`src/rtl/branch_hazard_controller_if.sv`:
```
// rtl/branch_hazard_controller_if.sv - ID-stage hazard inputs and pipeline control outputs
interface branch_hazard_controller_if #(
  parameter int CNT_WIDTH = 16
);
  logic [5:0]           operation;
  logic [4:0]           idRs;
  logic [4:0]           idRt;
  logic                 IDEXMemRead;
  logic                 IDEXWriteSignal;
  logic [4:0]           IDEXWriteReg;
  logic                 EXMEMemRead;
  logic [4:0]           EXMEWriteReg;
  logic                 branchTaken;
  logic                 pcWrite;
  logic                 IFIDWrite;
  logic                 IDEXBubble;
  logic                 IFIDFlush;
  logic [CNT_WIDTH-1:0] stallCount;
  logic [CNT_WIDTH-1:0] flushCount;

  modport master (
    output operation, idRs, idRt, IDEXMemRead, IDEXWriteSignal, IDEXWriteReg,
           EXMEMemRead, EXMEWriteReg, branchTaken,
    input  pcWrite, IFIDWrite, IDEXBubble, IFIDFlush, stallCount, flushCount
  );

  modport slave (
    input  operation, idRs, idRt, IDEXMemRead, IDEXWriteSignal, IDEXWriteReg,
           EXMEMemRead, EXMEWriteReg, branchTaken,
    output pcWrite, IFIDWrite, IDEXBubble, IFIDFlush, stallCount, flushCount
  );
endinterface

```
`src/rtl/branch_hazard_controller.sv`:
```
// rtl/branch_hazard_controller.sv - decode-stage stall/flush sequencer for beq and load-use hazards
module branch_hazard_controller #(
  parameter logic [5:0] beqOperation = 6'b000100,
  parameter logic [5:0] lwOperation  = 6'b100011,
  parameter logic [5:0] swOperation  = 6'b101011,
  parameter logic [5:0] jOperation   = 6'b000010,
  parameter int         CNT_WIDTH    = 16
) (
  input  logic                     clk,
  input  logic                     rst_n,
  branch_hazard_controller_if.slave bus
);

  typedef enum logic {IDLE, STALL} state_t;

  localparam logic [CNT_WIDTH-1:0] CNT_ONE = {{(CNT_WIDTH-1){1'b0}}, 1'b1};

  state_t               state;
  logic [1:0]           remain;
  logic [CNT_WIDTH-1:0] stallCnt;
  logic [CNT_WIDTH-1:0] flushCnt;

  logic       isBeq;
  logic       isJump;
  logic       rtIsSource;
  logic       matchEX;
  logic       matchMEM;
  logic [1:0] need;
  logic       stall;
  logic       flush;

  // A case decode sends X/unknown opcodes to the default arm, i.e. non-branch.
  always_comb begin
    isBeq      = 1'b0;
    isJump     = 1'b0;
    rtIsSource = 1'b0;
    case (bus.operation)
      6'b000000:    rtIsSource = 1'b1;
      beqOperation: begin
        isBeq      = 1'b1;
        rtIsSource = 1'b1;
      end
      swOperation:  rtIsSource = 1'b1;
      jOperation:   isJump     = 1'b1;
      lwOperation:  rtIsSource = 1'b0;
      default:      rtIsSource = 1'b0;
    endcase
  end

  always_comb begin
    matchEX  = bus.IDEXWriteSignal && (bus.IDEXWriteReg != 5'd0) &&
               ((bus.IDEXWriteReg == bus.idRs) ||
                (rtIsSource && (bus.IDEXWriteReg == bus.idRt)));
    matchMEM = bus.EXMEMemRead && (bus.EXMEWriteReg != 5'd0) &&
               ((bus.EXMEWriteReg == bus.idRs) ||
                (rtIsSource && (bus.EXMEWriteReg == bus.idRt)));
  end

  // beq compares in ID, so it waits longer than an EX-stage consumer would.
  always_comb begin
    need = 2'd0;
    if (state == IDLE) begin
      if (isBeq) begin
        if (matchEX && bus.IDEXMemRead)
          need = 2'd2;
        else if (matchEX || matchMEM)
          need = 2'd1;
      end else if (matchEX && bus.IDEXMemRead) begin
        need = 2'd1;
      end
    end
  end

  always_comb begin
    stall = rst_n && ((state == STALL) || (need != 2'd0));
    flush = rst_n && (state == IDLE) && (need == 2'd0) &&
            ((isBeq && bus.branchTaken) || isJump);
  end

  assign bus.pcWrite    = ~stall;
  assign bus.IFIDWrite  = ~stall;
  assign bus.IDEXBubble = stall;
  assign bus.IFIDFlush  = flush;
  assign bus.stallCount = stallCnt;
  assign bus.flushCount = flushCnt;

  always_ff @(posedge clk or negedge rst_n) begin
    if (!rst_n) begin
      state    <= IDLE;
      remain   <= 2'd0;
      stallCnt <= '0;
      flushCnt <= '0;
    end else begin
      case (state)
        IDLE: begin
          // need==1 stays in IDLE: the next cycle's operands re-decide.
          if (need == 2'd2) begin
            state  <= STALL;
            remain <= 2'd1;
          end
        end
        STALL: begin
          remain <= remain - 2'd1;
          if (remain <= 2'd1)
            state <= IDLE;
        end
        default: state <= IDLE;
      endcase
      if (stall && (stallCnt != '1))
        stallCnt <= stallCnt + CNT_ONE;
      if (flush && (flushCnt != '1))
        flushCnt <= flushCnt + CNT_ONE;
    end
  end

endmodule

```
`src/flat_wrapper.sv`:
```
// flat-port wrapper written by rule: the top's interface ports become plain ports
module branch_hazard_controller_flat 
#(
  parameter logic [5:0] beqOperation = 6'b000100,
  parameter logic [5:0] lwOperation  = 6'b100011,
  parameter logic [5:0] swOperation  = 6'b101011,
  parameter logic [5:0] jOperation   = 6'b000010,
  parameter int         CNT_WIDTH    = 16
)
  (clk, rst_n, bus_operation, bus_idRs, bus_idRt, bus_IDEXMemRead, bus_IDEXWriteSignal, bus_IDEXWriteReg, bus_EXMEMemRead, bus_EXMEWriteReg, bus_branchTaken, bus_pcWrite, bus_IFIDWrite, bus_IDEXBubble, bus_IFIDFlush, bus_stallCount, bus_flushCount);
  branch_hazard_controller_if #(.CNT_WIDTH(CNT_WIDTH)) bus_i ();
  input  logic clk;
  input  logic rst_n;
  input wire logic [$bits(bus_i.operation)-1:0] bus_operation;
  input wire logic [$bits(bus_i.idRs)-1:0] bus_idRs;
  input wire logic [$bits(bus_i.idRt)-1:0] bus_idRt;
  input wire logic [$bits(bus_i.IDEXMemRead)-1:0] bus_IDEXMemRead;
  input wire logic [$bits(bus_i.IDEXWriteSignal)-1:0] bus_IDEXWriteSignal;
  input wire logic [$bits(bus_i.IDEXWriteReg)-1:0] bus_IDEXWriteReg;
  input wire logic [$bits(bus_i.EXMEMemRead)-1:0] bus_EXMEMemRead;
  input wire logic [$bits(bus_i.EXMEWriteReg)-1:0] bus_EXMEWriteReg;
  input wire logic [$bits(bus_i.branchTaken)-1:0] bus_branchTaken;
  output wire logic [$bits(bus_i.pcWrite)-1:0] bus_pcWrite;
  output wire logic [$bits(bus_i.IFIDWrite)-1:0] bus_IFIDWrite;
  output wire logic [$bits(bus_i.IDEXBubble)-1:0] bus_IDEXBubble;
  output wire logic [$bits(bus_i.IFIDFlush)-1:0] bus_IFIDFlush;
  output wire logic [$bits(bus_i.stallCount)-1:0] bus_stallCount;
  output wire logic [$bits(bus_i.flushCount)-1:0] bus_flushCount;
  assign bus_i.operation = bus_operation;
  assign bus_i.idRs = bus_idRs;
  assign bus_i.idRt = bus_idRt;
  assign bus_i.IDEXMemRead = bus_IDEXMemRead;
  assign bus_i.IDEXWriteSignal = bus_IDEXWriteSignal;
  assign bus_i.IDEXWriteReg = bus_IDEXWriteReg;
  assign bus_i.EXMEMemRead = bus_EXMEMemRead;
  assign bus_i.EXMEWriteReg = bus_EXMEWriteReg;
  assign bus_i.branchTaken = bus_branchTaken;
  assign bus_pcWrite = bus_i.pcWrite;
  assign bus_IFIDWrite = bus_i.IFIDWrite;
  assign bus_IDEXBubble = bus_i.IDEXBubble;
  assign bus_IFIDFlush = bus_i.IFIDFlush;
  assign bus_stallCount = bus_i.stallCount;
  assign bus_flushCount = bus_i.flushCount;
  branch_hazard_controller #(.beqOperation(beqOperation), .lwOperation(lwOperation), .swOperation(swOperation), .jOperation(jOperation), .CNT_WIDTH(CNT_WIDTH)) u_core (.clk(clk), .rst_n(rst_n), .bus(bus_i));
endmodule
```
`config.mk`:
```
export PLATFORM = sky130hd
export DESIGN_NAME = branch_hazard_controller_flat
export DESIGN_NICKNAME = d
export VERILOG_FILES = /design/src/rtl/branch_hazard_controller_if.sv /design/src/rtl/branch_hazard_controller.sv /design/src/flat_wrapper.sv
export SDC_FILE = /design/constraint.sdc
export NUM_CORES = 1
export LEC_CHECK = 0
export ABC_AREA = 1
export CAP_MARGIN = 15
export CORE_MARGIN = 4
export CORE_UTILIZATION = 54
export CTS_CLUSTER_SIZE = 25
export DETAILED_ROUTE_END_ITERATION = 8
export PLACE_DENSITY = 0.86
export SYNTH_ARGS = -nofsm -noshare
export SYNTH_HDL_FRONTEND = slang
export SYNTH_SLANG_ARGS = --single-unit
```
`constraint.sdc`:
```
create_clock -name clk -period 4.6 [get_ports clk]
set_input_delay 0.92 -clock clk [delete_from_list [all_inputs] [get_ports clk]]
set_output_delay 0.92 -clock clk [all_outputs]
set_load 0.005 [all_outputs]
```
* Word-level counts from Yosys, hierarchy flattened *
Index checks and enable logic that the tools add are counted.

word-level totals
  bits in registers = 35
  input port bits = 32
  output and inout port bits = 36
  logic and storage cells = 59

cells by class
  $add $sub $neg = 3
  magnitude comparators = 1
  equality and inequality tests = 11
  multiplexer cells = 13
  bitwise logic cells = 2
  reductions and logical operators = 25

operators with widths
  operator                                                               number
  16-bit by 1-bit adder with 16-bit output, second input constant        2
  16-bit inequality test, second input constant                          2
  5-bit equality test                                                    4
  1-bit logical AND                                                      14
  5-bit nonzero test                                                     2
  2-bit 2-to-1 mux                                                       4
  1-bit 2-to-1 mux                                                       7
  6-bit by 2-bit equality test with 1-bit output, second input constant  1
  6-bit by 3-bit equality test with 1-bit output, second input constant  1
  6-bit equality test, second input constant                             1
  6-bit zero test                                                        1
  1-bit logical OR                                                       5
  2-bit one-hot mux with 2 select lines                                  1
  3-bit OR reduction                                                     1
  2-bit equality test, second input constant                             1
  2-bit by 1-bit <= comparator with 1-bit output, second input constant  1
  2-bit zero test                                                        1
  2-bit inequality test, second input constant                           1
  1-bit NOT                                                              2
  1-bit one-hot mux with 2 select lines                                  1
  2-bit nonzero test                                                     1
  2-bit by 1-bit subtractor with 2-bit output, second input constant     1

* Logic depth before layout (Yosys ltp) *
  depth after elaboration = 15
  mapped depth = 15
  gate-level depth less buffers = 14

* Worst setup path before layout *
OpenSTA, ideal clock, no wires.

  path type = input to output
  start point = input port bus_operation[0]
  end point = output port bus_pcWrite
  arrival time = 2,099 ps
  data required time = 3,680 ps
  slack = 1,581 ps
  cell stages on the path = 12
  buffers on the path = 2
  cells stage by stage = nor2_2 > nand3_2 > nand2_1 > nand3_1 > nand2_2 > nand2_2 > nand2_4 > nand2_4 > nand2_8 > buf_6 > nand2_1 > buf_4

on the way
  word-level cells in the longest chain between the ends = 15

ends and longest elaborated chain
  element                                                                       RTL line                                                        source
  start, declared                                                               flat_wrapper.sv:14                                              input wire logic [$bits(bus_i.operation)-1:0] bus_operation;
  6-bit by 3-bit equality test with 1-bit output, or another cell as far along  branch_hazard_controller.sv:37                                  case (bus.operation)
  3-bit OR reduction (no line)                                                  --
  1-bit 2-to-1 mux                                                              branch_hazard_controller.sv:37
  1-bit logical AND (on tied branches)                                          branch_hazard_controller.sv:53, branch_hazard_controller.sv:56
  1-bit logical OR (on tied branches)                                           branch_hazard_controller.sv:52, branch_hazard_controller.sv:55
  1-bit logical AND (on tied branches)                                          branch_hazard_controller.sv:51, branch_hazard_controller.sv:54
  1-bit logical OR                                                              branch_hazard_controller.sv:66                                  else if (matchEX || matchMEM)
  1-bit 2-to-1 mux                                                              branch_hazard_controller.sv:66
  2-bit 2-to-1 mux                                                              branch_hazard_controller.sv:64                                  if (matchEX && bus.IDEXMemRead)
  2-bit 2-to-1 mux *                                                            branch_hazard_controller.sv:63                                  if (isBeq) begin
  2-bit 2-to-1 mux *                                                            branch_hazard_controller.sv:62                                  if (state == IDLE) begin
  2-bit nonzero test *                                                          branch_hazard_controller.sv:75                                  stall = rst_n && ((state == STALL) || (need != 2'd0));
  1-bit logical OR *                                                            branch_hazard_controller.sv:75
  1-bit logical AND *                                                           branch_hazard_controller.sv:75
  1-bit NOT *                                                                   --
  end, declared                                                                 flat_wrapper.sv:23                                              output wire logic [$bits(bus_i.pcWrite)-1:0] bus_pcWrite;

Mark *: on every way between the ends. The rest lies on a longest branch, timed or not.

* Worst setup path after layout *
  start point = input port bus_operation[1]
  end point = output port bus_IDEXBubble

on the way
  word-level cells in the longest chain between the ends = 14

ends and longest elaborated chain
  element                                                                       RTL line                                                        source
  6-bit by 3-bit equality test with 1-bit output, or another cell as far along  branch_hazard_controller.sv:37
  3-bit OR reduction (no line)                                                  --
  1-bit 2-to-1 mux                                                              branch_hazard_controller.sv:37
  1-bit logical AND (on tied branches)                                          branch_hazard_controller.sv:53, branch_hazard_controller.sv:56
  1-bit logical OR (on tied branches)                                           branch_hazard_controller.sv:52, branch_hazard_controller.sv:55
  1-bit logical AND (on tied branches)                                          branch_hazard_controller.sv:51, branch_hazard_controller.sv:54
  1-bit logical OR                                                              branch_hazard_controller.sv:66
  1-bit 2-to-1 mux                                                              branch_hazard_controller.sv:66
  2-bit 2-to-1 mux                                                              branch_hazard_controller.sv:64
  2-bit 2-to-1 mux *                                                            branch_hazard_controller.sv:63
  2-bit 2-to-1 mux *                                                            branch_hazard_controller.sv:62
  2-bit nonzero test *                                                          branch_hazard_controller.sv:75
  1-bit logical OR *                                                            branch_hazard_controller.sv:75
  1-bit logical AND *                                                           branch_hazard_controller.sv:75
  end, declared                                                                 flat_wrapper.sv:25                                              output wire logic [$bits(bus_i.IDEXBubble)-1:0] bus_IDEXBubble;

Marks and branches as above.

==> summary.txt <==
Run status
  • Status: completed

Critical path
  • Max incr delay on CP: 490 ps
  • Critical path required time: 3680 ps
  • Worst reg-to-reg setup slack: approximately 2400 ps
  • R2r worst-path depth: 11
  • CP endpoint kind: output port
  • Worst-path maximum fanout: 26
  • Reg-to-Reg Start: u_core.bus.flushCount[0]
  • R2r endpoint: u_core.bus.flushCount[15]
  • Critical-path cell list: clkdlybuf4s50_1 > inv_1 > nor2_1 > nand3b_1 > nand2_1 > nand3_1 > nand2_2 > nand3_2 > nand2_2 > inv_4 > nand2_8 > nand2_1 > inv_1 > clkdlybuf4s50_1
  • Worst Setup Start Kind: primary input
  • Setup Crit Path Kind: in -> out
  • WP data arrival: approximately 3100 ps
  • CP max-delay cell: clkdlybuf4s50_1

STA
  • Final Hold Viols: 0
  • RSZ-0062 raised after global routing: false
  • Fin crit share: 0.874
  • Slew @ Worst Pin: between 500 and 600 ps
  • Post-layout min period: 4020 ps
  • Slew Viols, Final: 0
  • Max-Slew Margin vs Limit: 0.650
  • Fmax: approximately 0.25 GHz
  • Setup Viol. Count Final: 0
  • Clock Skews: ~8.4 ps
  • Setup TNS: 0 ps

Pwr
  • Power density over the cells: 216 nW/um2
  • Flop pwr share: 0.429
  • Total design power: around 760 uW
  • Internal Pwr Total: 583 uW
  • Logic gate share of total power: 0.135
  • Leakage: 1.64 nW
  • Sw Pwr: 176 uW
  • Clock network power share: 0.436
  • Switching part of the total: 0.231
  • Peak supply drop: about 0.00018 V

Yosys
  • Mapped Nets: ~420
  • Top cell type's share of synthesized area: 0.323
  • Ys flop type: dfrtp_1
  • Post-synth EDFFs: 0
  • Cell count after synthesis: 380
  • Synth cell types: 36
  • Syn Std Cell Area: 2710 um2
  • Ys Warns: 0
  • Cell taking the most area after synthesis: dfrtp_1
  • Post-synthesis sequential area ratio: 0.323
  • Register bit total from synthesis: 35
  • Fraction of registers with async set/reset: 1.00
  • Syn Area/Cell: 7.13 um2
  • Synth top area cells: dfrtp_1, nand2_1, nand4_1

Min path
  • Hold_sp: u_core.remain[1]
  • Worst hold path depth: 2
  • Worst hold endpoint: u_core.remain[1]
  • Hold Crit Class: reg -> reg

Floorplan
  • # IOs: 68
  • Die ar.: about 6200 um2
  • Die W: 78.8 um
  • Row cnt: 25
  • Die height: 78.8 um
  • Core box area: 4790 um2
  • Starting density of the core: 0.566

Cells and area
  • Layout cell share with drive strength beyond 1: 0.0764
  • Final nets: 479
  • Antenna diodes: 0
  • Most frequent cells in the layout: nand2_1, clkdlybuf4s50_1, inv_1, nand4_1, dfrtp_1
  • Layout area overhead: 29.9%
  • Leading cell type in the layout, fill and taps excluded: nand2_1

Detailed routing
  • Via Count: 2743
  • Total wire length: 6760 um
  • DRT Pass-1 Iters: 5
  • Detailed-route wire length per cell: 13.2 um
  • Via/cell ratio: 5.36
  • DRC: 0
  • Drt initial violations: 198
  • Final ANT Viol Nets: 0

Placement
  • GP Congestion: 0.907
  • IO buf count: 67
  • Post-DP HPWL: 4970 um

Clocking
  • CTS Hold Bufs: 0
  • CTS Buffer Depth: 2
  • Root buffer cell: clkbuf_8
  • Post-CTS sizing: 0
  • CTS Sinks: 35
  • Worst-Skew Late Latency: 290 ps
  • H-tree depth: 2
  • Total CTS buffers: 5
  • TritonCTS clock tree: done
  • Clock slew at reported path FFs: roughly 60 ps
  • Post-CTS setup buffer count: 0

GRT
  • GRT Total Usage: 0.230
  • Initial antenna violation count: 0
  • GR Overflow Total: 0
  • Pin count of the biggest net entering global routing: 47
  • Global-route wire length before repair: around 12000 um
  • Vias in the first global route: between 2000 and 3000

Flow run
  • Max-cap violations: 0
==> worst max-delay path by stage <==
stage	startpoint	to	slack (ps)
3_3_place_gp	bus_operation[1]	bus_IDEXBubble	670
5_1_grt	bus_operation[1]	bus_IDEXBubble	380
6_report	bus_operation[1]	bus_IDEXBubble	580
4_1_cts	bus_operation[1]	bus_IDEXBubble	550
2_1_floorplan	bus_operation[0]	bus_pcWrite	1580
3_5_place_dp	bus_operation[1]	bus_IDEXBubble	590
==> synthesized netlist by cell type, types with 3 or more instances <==
master / n
buf_6: 3
xnor2_1: 11
nor2_2: 4
nor2_1: 30
xor2_1: 19
nor3_1: 10
ha_1: 3
buf_4: 4
inv_1: 40
nand4_1: 37
nand2_1: 123
dfrtp_1: 35
nand2_2: 5
nand3_1: 24
==> power groups by stage <==
stage | clock network (mW) | logic [mW] | registers [mW]
finish | 0.331 | 0.102 | 0.325
global route | 0.350 | 0.114 | 0.326
CTS | 0.335 | 0.103 | 0.325
detailed placement | 0 | 0.103 | 0.331
global placement | 0 | 0.0996 | 0.330
floorplan | 0 | 0.0430 | 0.329
==> area by class of cell <==
cell class                 instances  area [um2]
multi-input combinational        290        1580
tap                               67        83.8
timing repair buffer              68         673
clock buffer                       6        72.6
inverter                          44         168
fill                             376        1270
clock inverter                     2        60.1
sequential                        35         876
==> flip-flops by register name, summed over array words and instances (netlist names) <==
signal,count
u_core.bus.flushCount,16
u_core.bus.stallCount,16
u_core.remain,2
u_core.state,1
==> metrics by stage <==
step | instance area, um2 | worst slack (ps) | utilization | instances | hold WS, ps
3_3_place_gp | 3380 | 671 | 0.707 | 504 | 455
4_1_cts | 3520 | 553 | 0.735 | 512 | 492
3_5_place_dp | 3380 | 592 | 0.707 | 504 | 477
6_report | 3520 | 580 | 0.735 | 512 | 489
5_1_grt | 3520 | 384 | 0.735 | 512 | 508
2_1_floorplan | 2710 | 1580 | - | 380 | 442
==> per-layer routing <==
layer | track usage | share of wire
met3 | 0.0420 | 0.045
met1 | 0.282 | 0.41
met4 | 0.0601 | 0.013
met2 | 0.414 | 0.53
met5 | 0 | 0
==> cells by family (layout without fill, tap and decap cells) <==
kind of cell	after synthesis	count (layout)	synth area share
AND/OR/NAND/NOR	249	249	0.450
adder cells (fa/ha/maj)	3	3	0.0139
AO/OA/AOI/OAI	8	8	0.0240
buffers and inverters	55	120	0.0920
XOR/XNOR	30	30	0.0970
flip-flops	35	35	0.323
==> worst max-delay path: cells and delay by family <==
| family | cells | cell delay (ps) |
|---|---|---|
| and+or+nand+nor | 9 | 1020 |
| buffers and inverters | 5 | 1160 |
(Power assumes the default switching activity.)
